`config.mk`:
```
export PLATFORM = sky130hd
export DESIGN_NAME = noc_link_pipe
export DESIGN_NICKNAME = d
export VERILOG_FILES = /design/src/rtl/noc_link_pipe_pkg.sv /design/src/rtl/noc_link_pipe_skid_stage.sv /design/src/rtl/noc_link_pipe.sv
export SDC_FILE = /design/constraint.sdc
export NUM_CORES = 1
export LEC_CHECK = 0
export CAP_MARGIN = 40
export CORE_UTILIZATION = 35
export DETAILED_ROUTE_END_ITERATION = 6
export PLACE_DENSITY = 0.64
export SYNTH_ARGS = -nofsm -noshare
export SYNTH_HDL_FRONTEND = slang
export SYNTH_SLANG_ARGS = --single-unit
```
`constraint.sdc`:
```
create_clock -name noc_clk -period 1.8 [get_ports noc_clk]
set_clock_uncertainty 0.1 [all_clocks]
set_input_delay 0.36 -clock noc_clk [delete_from_list [all_inputs] [get_ports noc_clk]]
set_output_delay 0.36 -clock noc_clk [all_outputs]
set_load 0.1 [all_outputs]
```
`src/rtl/noc_link_pipe_pkg.sv`:
```
// Shared types and constants for the registered NoC link pipeline.
// Both the link top and its skid stages import this package.
package noc_link_pipe_pkg;

  localparam int NOC_LINK_STAGES_MAX = 4;
  localparam int NOC_FLIT_W          = 64;
  localparam int NOC_VC_NUM          = 2;
  localparam int NOC_NODES           = 16;

  typedef logic [NOC_FLIT_W-1:0] noc_flit_t;
  typedef logic [NOC_VC_NUM-1:0] noc_vc_mask_t;

  // Link depth for each fabric node. This replaces the old one-bit link-register option.
  localparam int NOC_LINK_DEPTH [NOC_NODES] = '{default: 2};

  // The encoding equals the number of flits the stage holds.
  typedef enum logic [1:0] {
    SKID_EMPTY = 2'd0,
    SKID_HALF  = 2'd1,
    SKID_FULL  = 2'd2
  } skid_state_e;

  function automatic int occ_width(input int stages);
    return (stages == 0) ? 1 : $clog2(2 * stages + 1);
  endfunction

endpackage

```
`src/rtl/noc_link_pipe_skid_stage.sv`:
```
// One full-throughput, two-entry skid stage.
// Both the forward data path and ready_out are fully registered.
module noc_skid_stage
  import noc_link_pipe_pkg::*;
#(
  parameter int FLIT_W = NOC_FLIT_W
) (
  input  logic              clk,
  input  logic              rst_n,
  input  logic              in_valid_i,
  output logic              in_ready_o,
  input  logic [FLIT_W-1:0] in_flit_i,
  output logic              out_valid_o,
  input  logic              out_ready_i,
  output logic [FLIT_W-1:0] out_flit_o,
  output logic [1:0]        count_o
);

  skid_state_e       state_q, state_d;
  logic              ready_q, ready_d;
  logic [FLIT_W-1:0] main_q, main_d;
  logic [FLIT_W-1:0] skid_q, skid_d;
  logic              push, pop;

  assign push = in_valid_i & ready_q;
  assign pop  = (state_q != SKID_EMPTY) & out_ready_i;

  // NOTE: every signal is given a default first, so no path through the case leaves a latch.
  always_comb begin
    state_d = state_q;
    main_d  = main_q;
    skid_d  = skid_q;
    case (state_q)
      SKID_EMPTY: begin
        if (push) begin
          state_d = SKID_HALF;
          main_d  = in_flit_i;
        end
      end
      SKID_HALF: begin
        if (push && !pop) begin
          state_d = SKID_FULL;
          skid_d  = in_flit_i;
        end else if (push && pop) begin
          main_d = in_flit_i;
        end else if (pop) begin
          state_d = SKID_EMPTY;
        end
      end
      SKID_FULL: begin
        if (pop) begin
          state_d = SKID_HALF;
          main_d  = skid_q;
        end
      end
      default: state_d = SKID_EMPTY;
    endcase
    ready_d = (state_d != SKID_FULL);
  end

  // NOTE: use non-blocking assignments in clocked blocks, so all registers update together at the edge.
  // NOTE: the flit registers are reset as well, because the downstream flit must read zero during reset.
  always_ff @(posedge clk or negedge rst_n) begin
    if (!rst_n) begin
      state_q <= SKID_EMPTY;
      ready_q <= 1'b0;
      main_q  <= '0;
      skid_q  <= '0;
    end else begin
      state_q <= state_d;
      ready_q <= ready_d;
      main_q  <= main_d;
      skid_q  <= skid_d;
    end
  end

  assign in_ready_o  = ready_q;
  assign out_valid_o = (state_q != SKID_EMPTY);
  assign out_flit_o  = main_q;
  assign count_o     = 2'(state_q);

endmodule

```
`src/rtl/noc_link_pipe.sv`:
```
// Registered one-direction link between two mesh routers.
// It chains skid stages, delays per-VC ready by the same depth, and reports occupancy and a delivered-flit count.
module noc_link_pipe
  import noc_link_pipe_pkg::*;
#(
  parameter int LINK_STAGES = 2,
  parameter int FLIT_W      = NOC_FLIT_W,
  parameter int VC_NUM      = NOC_VC_NUM,
  parameter int CNT_W       = 32
) (
  input  logic                                noc_clk,
  input  logic                                noc_rst_n,
  input  logic                                rx_valid,
  output logic                                rx_ready,
  input  logic [FLIT_W-1:0]                   rx_flit,
  output logic [VC_NUM-1:0]                   rx_vc_ready,
  output logic                                tx_valid,
  input  logic                                tx_ready,
  output logic [FLIT_W-1:0]                   tx_flit,
  input  logic [VC_NUM-1:0]                   tx_vc_ready,
  output logic [occ_width(LINK_STAGES)-1:0]   occupancy,
  output logic [CNT_W-1:0]                    flit_cnt
);

  localparam int OCC_W = occ_width(LINK_STAGES);

  if (LINK_STAGES < 0 || LINK_STAGES > NOC_LINK_STAGES_MAX) begin : g_bad_depth
    $error("noc_link_pipe: LINK_STAGES must be within 0..%0d", NOC_LINK_STAGES_MAX);
  end

  if (LINK_STAGES == 0) begin : g_wire
    assign rx_ready    = tx_ready;
    assign tx_valid    = rx_valid;
    assign tx_flit     = rx_flit;
    assign rx_vc_ready = tx_vc_ready;
    assign occupancy   = '0;
  end else begin : g_pipe
    logic              valid_c [LINK_STAGES+1];
    logic              ready_c [LINK_STAGES+1];
    logic [FLIT_W-1:0] flit_c  [LINK_STAGES+1];
    logic [1:0]        count_c [LINK_STAGES];
    logic [VC_NUM-1:0] vc_q    [LINK_STAGES];
    logic [OCC_W-1:0]  occ_sum;

    assign valid_c[0]           = rx_valid;
    assign flit_c[0]            = rx_flit;
    assign rx_ready             = ready_c[0];
    assign ready_c[LINK_STAGES] = tx_ready;
    assign tx_valid             = valid_c[LINK_STAGES];
    assign tx_flit              = flit_c[LINK_STAGES];

    for (genvar s = 0; s < LINK_STAGES; s++) begin : g_stage
      noc_skid_stage #(
        .FLIT_W (FLIT_W)
      ) u_stage (
        .clk         (noc_clk),
        .rst_n       (noc_rst_n),
        .in_valid_i  (valid_c[s]),
        .in_ready_o  (ready_c[s]),
        .in_flit_i   (flit_c[s]),
        .out_valid_o (valid_c[s+1]),
        .out_ready_i (ready_c[s+1]),
        .out_flit_o  (flit_c[s+1]),
        .count_o     (count_c[s])
      );
    end

    always_comb begin
      occ_sum = '0;
      for (int s = 0; s < LINK_STAGES; s++) begin
        occ_sum = occ_sum + OCC_W'(count_c[s]);
      end
    end
    assign occupancy = occ_sum;

    // Credit-style VC ready travels upstream with the same depth as the flits travel downstream.
    always_ff @(posedge noc_clk or negedge noc_rst_n) begin
      if (!noc_rst_n) begin
        for (int s = 0; s < LINK_STAGES; s++) begin
          vc_q[s] <= '0;
        end
      end else begin
        vc_q[0] <= tx_vc_ready;
        for (int s = 1; s < LINK_STAGES; s++) begin
          vc_q[s] <= vc_q[s-1];
        end
      end
    end
    assign rx_vc_ready = vc_q[LINK_STAGES-1];
  end

  logic [CNT_W-1:0] cnt_q, cnt_d;

  always_comb begin
    cnt_d = cnt_q;
    if (tx_valid && tx_ready && (cnt_q != '1)) begin
      cnt_d = cnt_q + 1'b1;
    end
  end

  always_ff @(posedge noc_clk or negedge noc_rst_n) begin
    if (!noc_rst_n) begin
      cnt_q <= '0;
    end else begin
      cnt_q <= cnt_d;
    end
  end

  assign flit_cnt = cnt_q;

endmodule
```
## Yosys cells after proc, flatten, opt, wreduce, memory -nomap -nowiden

Index checks and enable logic that the tools add are counted.

| word-level totals | value |
|---|---|
| output and inout port bits | 103 |
| logic and storage cells | 71 |
| input bits | 70 |
| register bits after elaboration | 298 |

| operators by class | value |
|---|---|
| bitwise operators | 3 |
| multiplexer cells | 22 |
| eq/ne operators | 15 |
| $add $sub $neg | 2 |
| reduce and logical (&&, ||, !) cells | 18 |

Operator list:

| kind | number |
|---|---|
| 64-bit two-way mux | 8 |
| 64-bit one-hot mux with 3 select lines | 2 |
| 32-bit by 1-bit adder with 32-bit output, second input constant | 1 |
| 32-bit != test, second input constant | 1 |
| 2-bit two-way mux | 10 |
| 2-bit one-hot mux with 3 select lines | 2 |
| 2-bit by 1-bit != test with 1-bit output, second input constant | 5 |
| 2-bit != test, second input constant | 5 |
| 5-bit AND reduction | 2 |
| 1-bit logical AND | 6 |
| 3-bit nonzero test | 2 |
| 2-bit by 1-bit == test with 1-bit output, second input constant | 2 |
| 2-bit == test, second input constant | 2 |
| 2-bit zero test | 2 |
| 2-bit AND reduction | 2 |
| 2-bit nonzero test | 2 |
| 2-bit by 2-bit adder with 3-bit output | 1 |
| 1-bit bitwise AND | 3 |
| 1-bit zero test | 2 |

## Logic depth before layout (Yosys ltp)

| logic depth | value |
|---|---|
| word-level depth | 7 |
| mapped depth | 8 |
| gate-level depth less buffers | 6 |

## By module

Synthesis repeated with hierarchy kept, for this count alone.

| second synthesis, totals | value |
|---|---|
| cells, all modules | 887 |
| area, all modules | 12675.9 um^2 |

Modules (own cells, without submodules):

| module | sequential area each (um^2) | cells an instance | times used | area each (um^2) |
|---|---|---|---|---|
| noc_skid_stage | 3278.1 | 372 | 2 | 5479.0 |
| noc_link_pipe | 900.9 | 143 | 1 | 1717.9 |

## Least setup slack after synthesis

OpenSTA, ideal clock, no wires.

| path | value |
|---|---|
| path type | register to register |
| start | register cnt_q[0] (netlist: flit_cnt[0]) |
| end | register cnt_q[29] (netlist: flit_cnt[29]) |
| slack | -799 ps |
| data arrival time | 2336 ps |
| clock period less this slack | 2599 ps |
| required time | 1537 ps |
| setup time | 163 ps |
| cell stages (with the launch flop) | 9 |
| buffers on the path | 2 |
| cell sequence | dfrtp_1 -> ha_1 -> nand2_1 -> nor2_2 -> and4_4 -> buf_6 -> buf_6 -> nor4_2 -> xor2_1 |

| between the ends | value |
|---|---|
| word-level cells in the longest chain between the ends | 2 |
| elaborated cells between the ends (all ways) | 3 |
| classes of those cells | add/sub: 1; eq/ne: 1; reduce/logical: 1 |

Ends and longest elaborated chain:

| what | RTL line | text |
|---|---|---|
| start: declaration | noc_link_pipe.sv:92 | `logic [CNT_W-1:0] cnt_q, cnt_d;` |
| start signal: assignment | noc_link_pipe.sv:105 | `cnt_q <= cnt_d;` |
| parallel branches: the longest is 2 deep, another holds 32-bit by 1-bit adder with 32-bit output | -- |  |

Parallel ways; which one is timed is not known.
A chain may end at the register's enable or synchronous reset.

## Worst setup path after layout

| path | value |
|---|---|
| start | register g_pipe.g_stage[1].u_stage.state_q[0] |
| end | output occupancy[1] |

| between the ends | value |
|---|---|
| word-level cells in the longest chain between the ends | 1 |

Ends and longest elaborated chain:

| what | RTL line | text |
|---|---|---|
| start: declaration | noc_link_pipe_skid_stage.sv:19 | `skid_state_e state_q, state_d;` |
| start signal: assignment | noc_link_pipe_skid_stage.sv:70 | `state_q <= state_d;` |
| 2-bit by 2-bit adder with 3-bit output | noc_link_pipe.sv:71 | `occ_sum = occ_sum + OCC_W'(count_c[s]);` |
| end: declaration | noc_link_pipe.sv:21 | `output logic [occ_width(LINK_STAGES)-1:0] occupancy,` |

Every way passes these cells.

==> flow_summary.yaml <==
place:
  hpwlAfterDp_um: 19900
  dp_slack_ns: -0.445
  place_area_um2: 17000
  gp_congestion: 0.784
  place_inst: 1733
  io_buffers: 172
clock_tree:
  cts_buffer_depth: 3
  clock_sinks: 298
  cts_tree: "yes"
  path_clk_slew_ns: 0.06
  clock_latency_ns: 0.50
  h-tree-depth: 2
  cts_buffers: 35
  cts-root-buf: "clkbuf_16"
route:
  dr_total_vias: 8614
  drc_errors: 0
  route.detailed.wl_per_inst_um: 16.5
  postRouteAntennaNets: 0
  viasPerCell: 4.74
  dr.pass1.iters: 4
  dr.first_iter.drc_count: 258
  finalWirelength_um: 29900
timing:
  relSlewSlack: 0.737
  fin_crit_sh: 1.26
  setup_viol_count_final: 125
  worst_pin_slew_ns: 0.393
  min_period_ns: 2.27
  timing.final.ws_setup_ns: -0.471
  fmax_ghz: 0.440
  rsz0062_at_grt: "true"
  maxSlewViolCount: 0
  hold_viol_final: 0
grt:
  grt_max_degree: 73
  grt_usage: 0.153
  grt-ovfl-total: 0
  antenna_found_initial: 1
  grt_pass1_wl_um: 46700
  first_global_vias: 8609
critical_path:
  timing.rr.start: "flit_cnt[4]"
  crit_fanout: 2
  max_stage_delay_ns: 0.55
  cp_slowest_cell: "fa_2"
  crit_cells: 3
  worstPathRequired_ns: 1.34
  worstPathCellList: "ha_2, fa_2, buf_12"
  path_buf_inv: 1
  startpoint: "g_pipe.g_stage[1].u_stage.count_o[0]"
  start_kind: "flop"
  cp-end-kind: "primary output"
  critPathKind: "reg -> out"
  r2r_cells: 6
  arrival_ns: 1.81
  critPathTopFamily: "adder cells"
layout:
  area_growth_pct: 42.3
  fin_nets: 1364
  layout-drive-gt1-share: 0.369
  fin_util: 0.510
  fillers: 3126
  final_cells: 1817
  final_area_um2: 18800
yosys:
  synth_fp_nets: 1161
  yosysMostFrequentCell: "dfrtp_1"
  async_flop_share: 1.00
  synth.area.top_cells: "dfrtp_1 (56%), mux2i_1 (9.7%), mux2_2 (9.5%)"
  yosys.area.top_type_share: 0.565
  netlist_instances: 1088
  synth_commonest_cells: "dfrtp_1 (298), mux2i_1 (128), mux2_2 (112)"
  ys_warn_count: 0
  yosysUniqueCellTypes: 42
  synth.largest_area_cell: "dfrtp_1"
  ys_seq_area_frac: 0.565
  netlist_area_um2: 13200
  syn_area_per_cell_um2: 12.1
  ys_seq_elements: 298
  synth-edff-count: 0
  ys.flop_type: "dfrtp_1"
floorplan:
  num_io_pins: 173
  die_w_um: 196
  rows: 70
  die_h_um: 196
  die-area_um2: 38500
  core_area_um2: 36900
  start_util: 0.358
run:
  max_cap_viol_count: 0
power:
  ir_worst_vdd_v: 0.00202
  powerDensity_nw_per_um2: 2020
  power_leakage_nw: 8.92
  totalPowerFinal_w: 0.0380
outcome:
  violations: "negative setup slack"
  status: "complete, but fails checks"
hold_path:
  hp-class: "in -> async"
layout make-up:
type | count | area, um2 | area share
Antenna cell | 1 | 2.50 | 0.000133
Clock inverter | 10 | 184 | 0.00979
Multi-Input combinational cell | 658 | 5290 | 0.281
Tap cell | 504 | 631 | 0.0336
Inverter | 4 | 15.0 | 0.000799
Timing Repair Buffer | 294 | 4130 | 0.220
Sequential cell | 298 | 7560 | 0.402
Clock buffer | 48 | 975 | 0.0519
final timing paths:
| path | slack, ns | end |
|---|---|---|
| worst max-delay path | -0.47 | occupancy[1] |
| worst min-delay path | 0.20 | rx_vc_ready[1] |
| worst max register to register | -0.10 | flit_cnt[27] |
| worst min register to register | 0.25 | rx_vc_ready[0] |
| max in group asynchronous | 0.70 | g_pipe.g_stage[0].u_stage.out_flit_o[10] |
| min in group noc_clk | 0.20 | g_pipe.vc_q[2] |
per-layer routing:
layer | global-route usage | up-vias | part of all wire
li1 | - | 4124 | -
met1 | 0.204 | 4266 | 0.44
met2 | 0.245 | 182 | 0.49
met3 | 0.0352 | 42 | 0.053
met4 | 0.0460 | 0 | 0.021
met5 | 0 | - | 0
cell usage in the layout (no fill, tap or decap), types with 3 or more instances in the layout:
master           count
a21oi_1             65
and2_4               3
and4_4               4
buf_12             124
buf_4               73
buf_6               19
buf_8                3
bufinv_16            5
clkbuf_1             8
clkbuf_16           40
clkbuf_8             5
clkdlybuf4s50_1     68
dfrtp_1            264
dfrtp_2             10
dfrtp_4             24
inv_1                4
mux2_1              18
mux2_2             111
mux2i_1            128
nand2_1             81
nand2b_1             4
nand2b_4             3
nand3_1              8
nand3_2              3
nand4_1              7
nor2_1              66
nor2_4               5
nor3_2               6
nor3_4               4
nor4_4              13
o21ai_0             66
xor2_1              27
per-stage QoR:
step | setup TNS, ns | hold WS, ns
2_1_floorplan | -8.11 | -0.0356
3_3_place_gp | -77.26 | 0.123
3_5_place_dp | -84.67 | 0.122
4_1_cts | -1.63 | 0.185
5_1_grt | -23.42 | 0.185
6_report | -6.84 | 0.195
timing repair:
item	CTS	global route
resized for setup	31	32
hold buffers	1	0
pin swaps	27	27
buffers inserted	6	11
gates cloned	1	6
hold endpoints to repair	248	0
setup endpoints to repair	29	179
state kept, by name, summed over array words and instances (netlist names):
register	flops
g_pipe.g_stage.u_stage.count_o	4
g_pipe.vc_q	2
rx_vc_ready	2
g_pipe.g_stage.u_stage.in_ready_o	2
flit_cnt	32
g_pipe.g_stage.u_stage.out_flit_o	128
g_pipe.g_stage.u_stage.skid_q	128
report_power, final:
| part | internal, W | switching [W] | leakage, nW |
|---|---|---|---|
| clock | 0.00449 | 0.00263 | 0.560 |
| sequential | 0.00983 | 0.00216 | 3.57 |
| combinational | 0.00761 | 0.0113 | 4.79 |
| total | 0.0219 | 0.0161 | 8.92 |
worst reg2reg max path: stages, from the launching register on:
cell	delay (ns)
dfrtp_4	0.40
nand4_1	0.25
nor2_4	0.25
and4_4	0.39
buf_6	0.17
nor4_4	0.05
xor2_1	0.16
kinds of logic after synthesis:
logic type	Yosys count	synth area share
adders and majority gates	3	0.00341
xor gates and xnor gates	30	0.0199
AOI/OAI and AO/OA	139	0.0532
buffers and inverters	133	0.0615
DFF	298	0.565
and+or+nand+nor	226	0.0887
muxes	259	0.209
No activity file was read; power rests on OpenSTA's default activity.
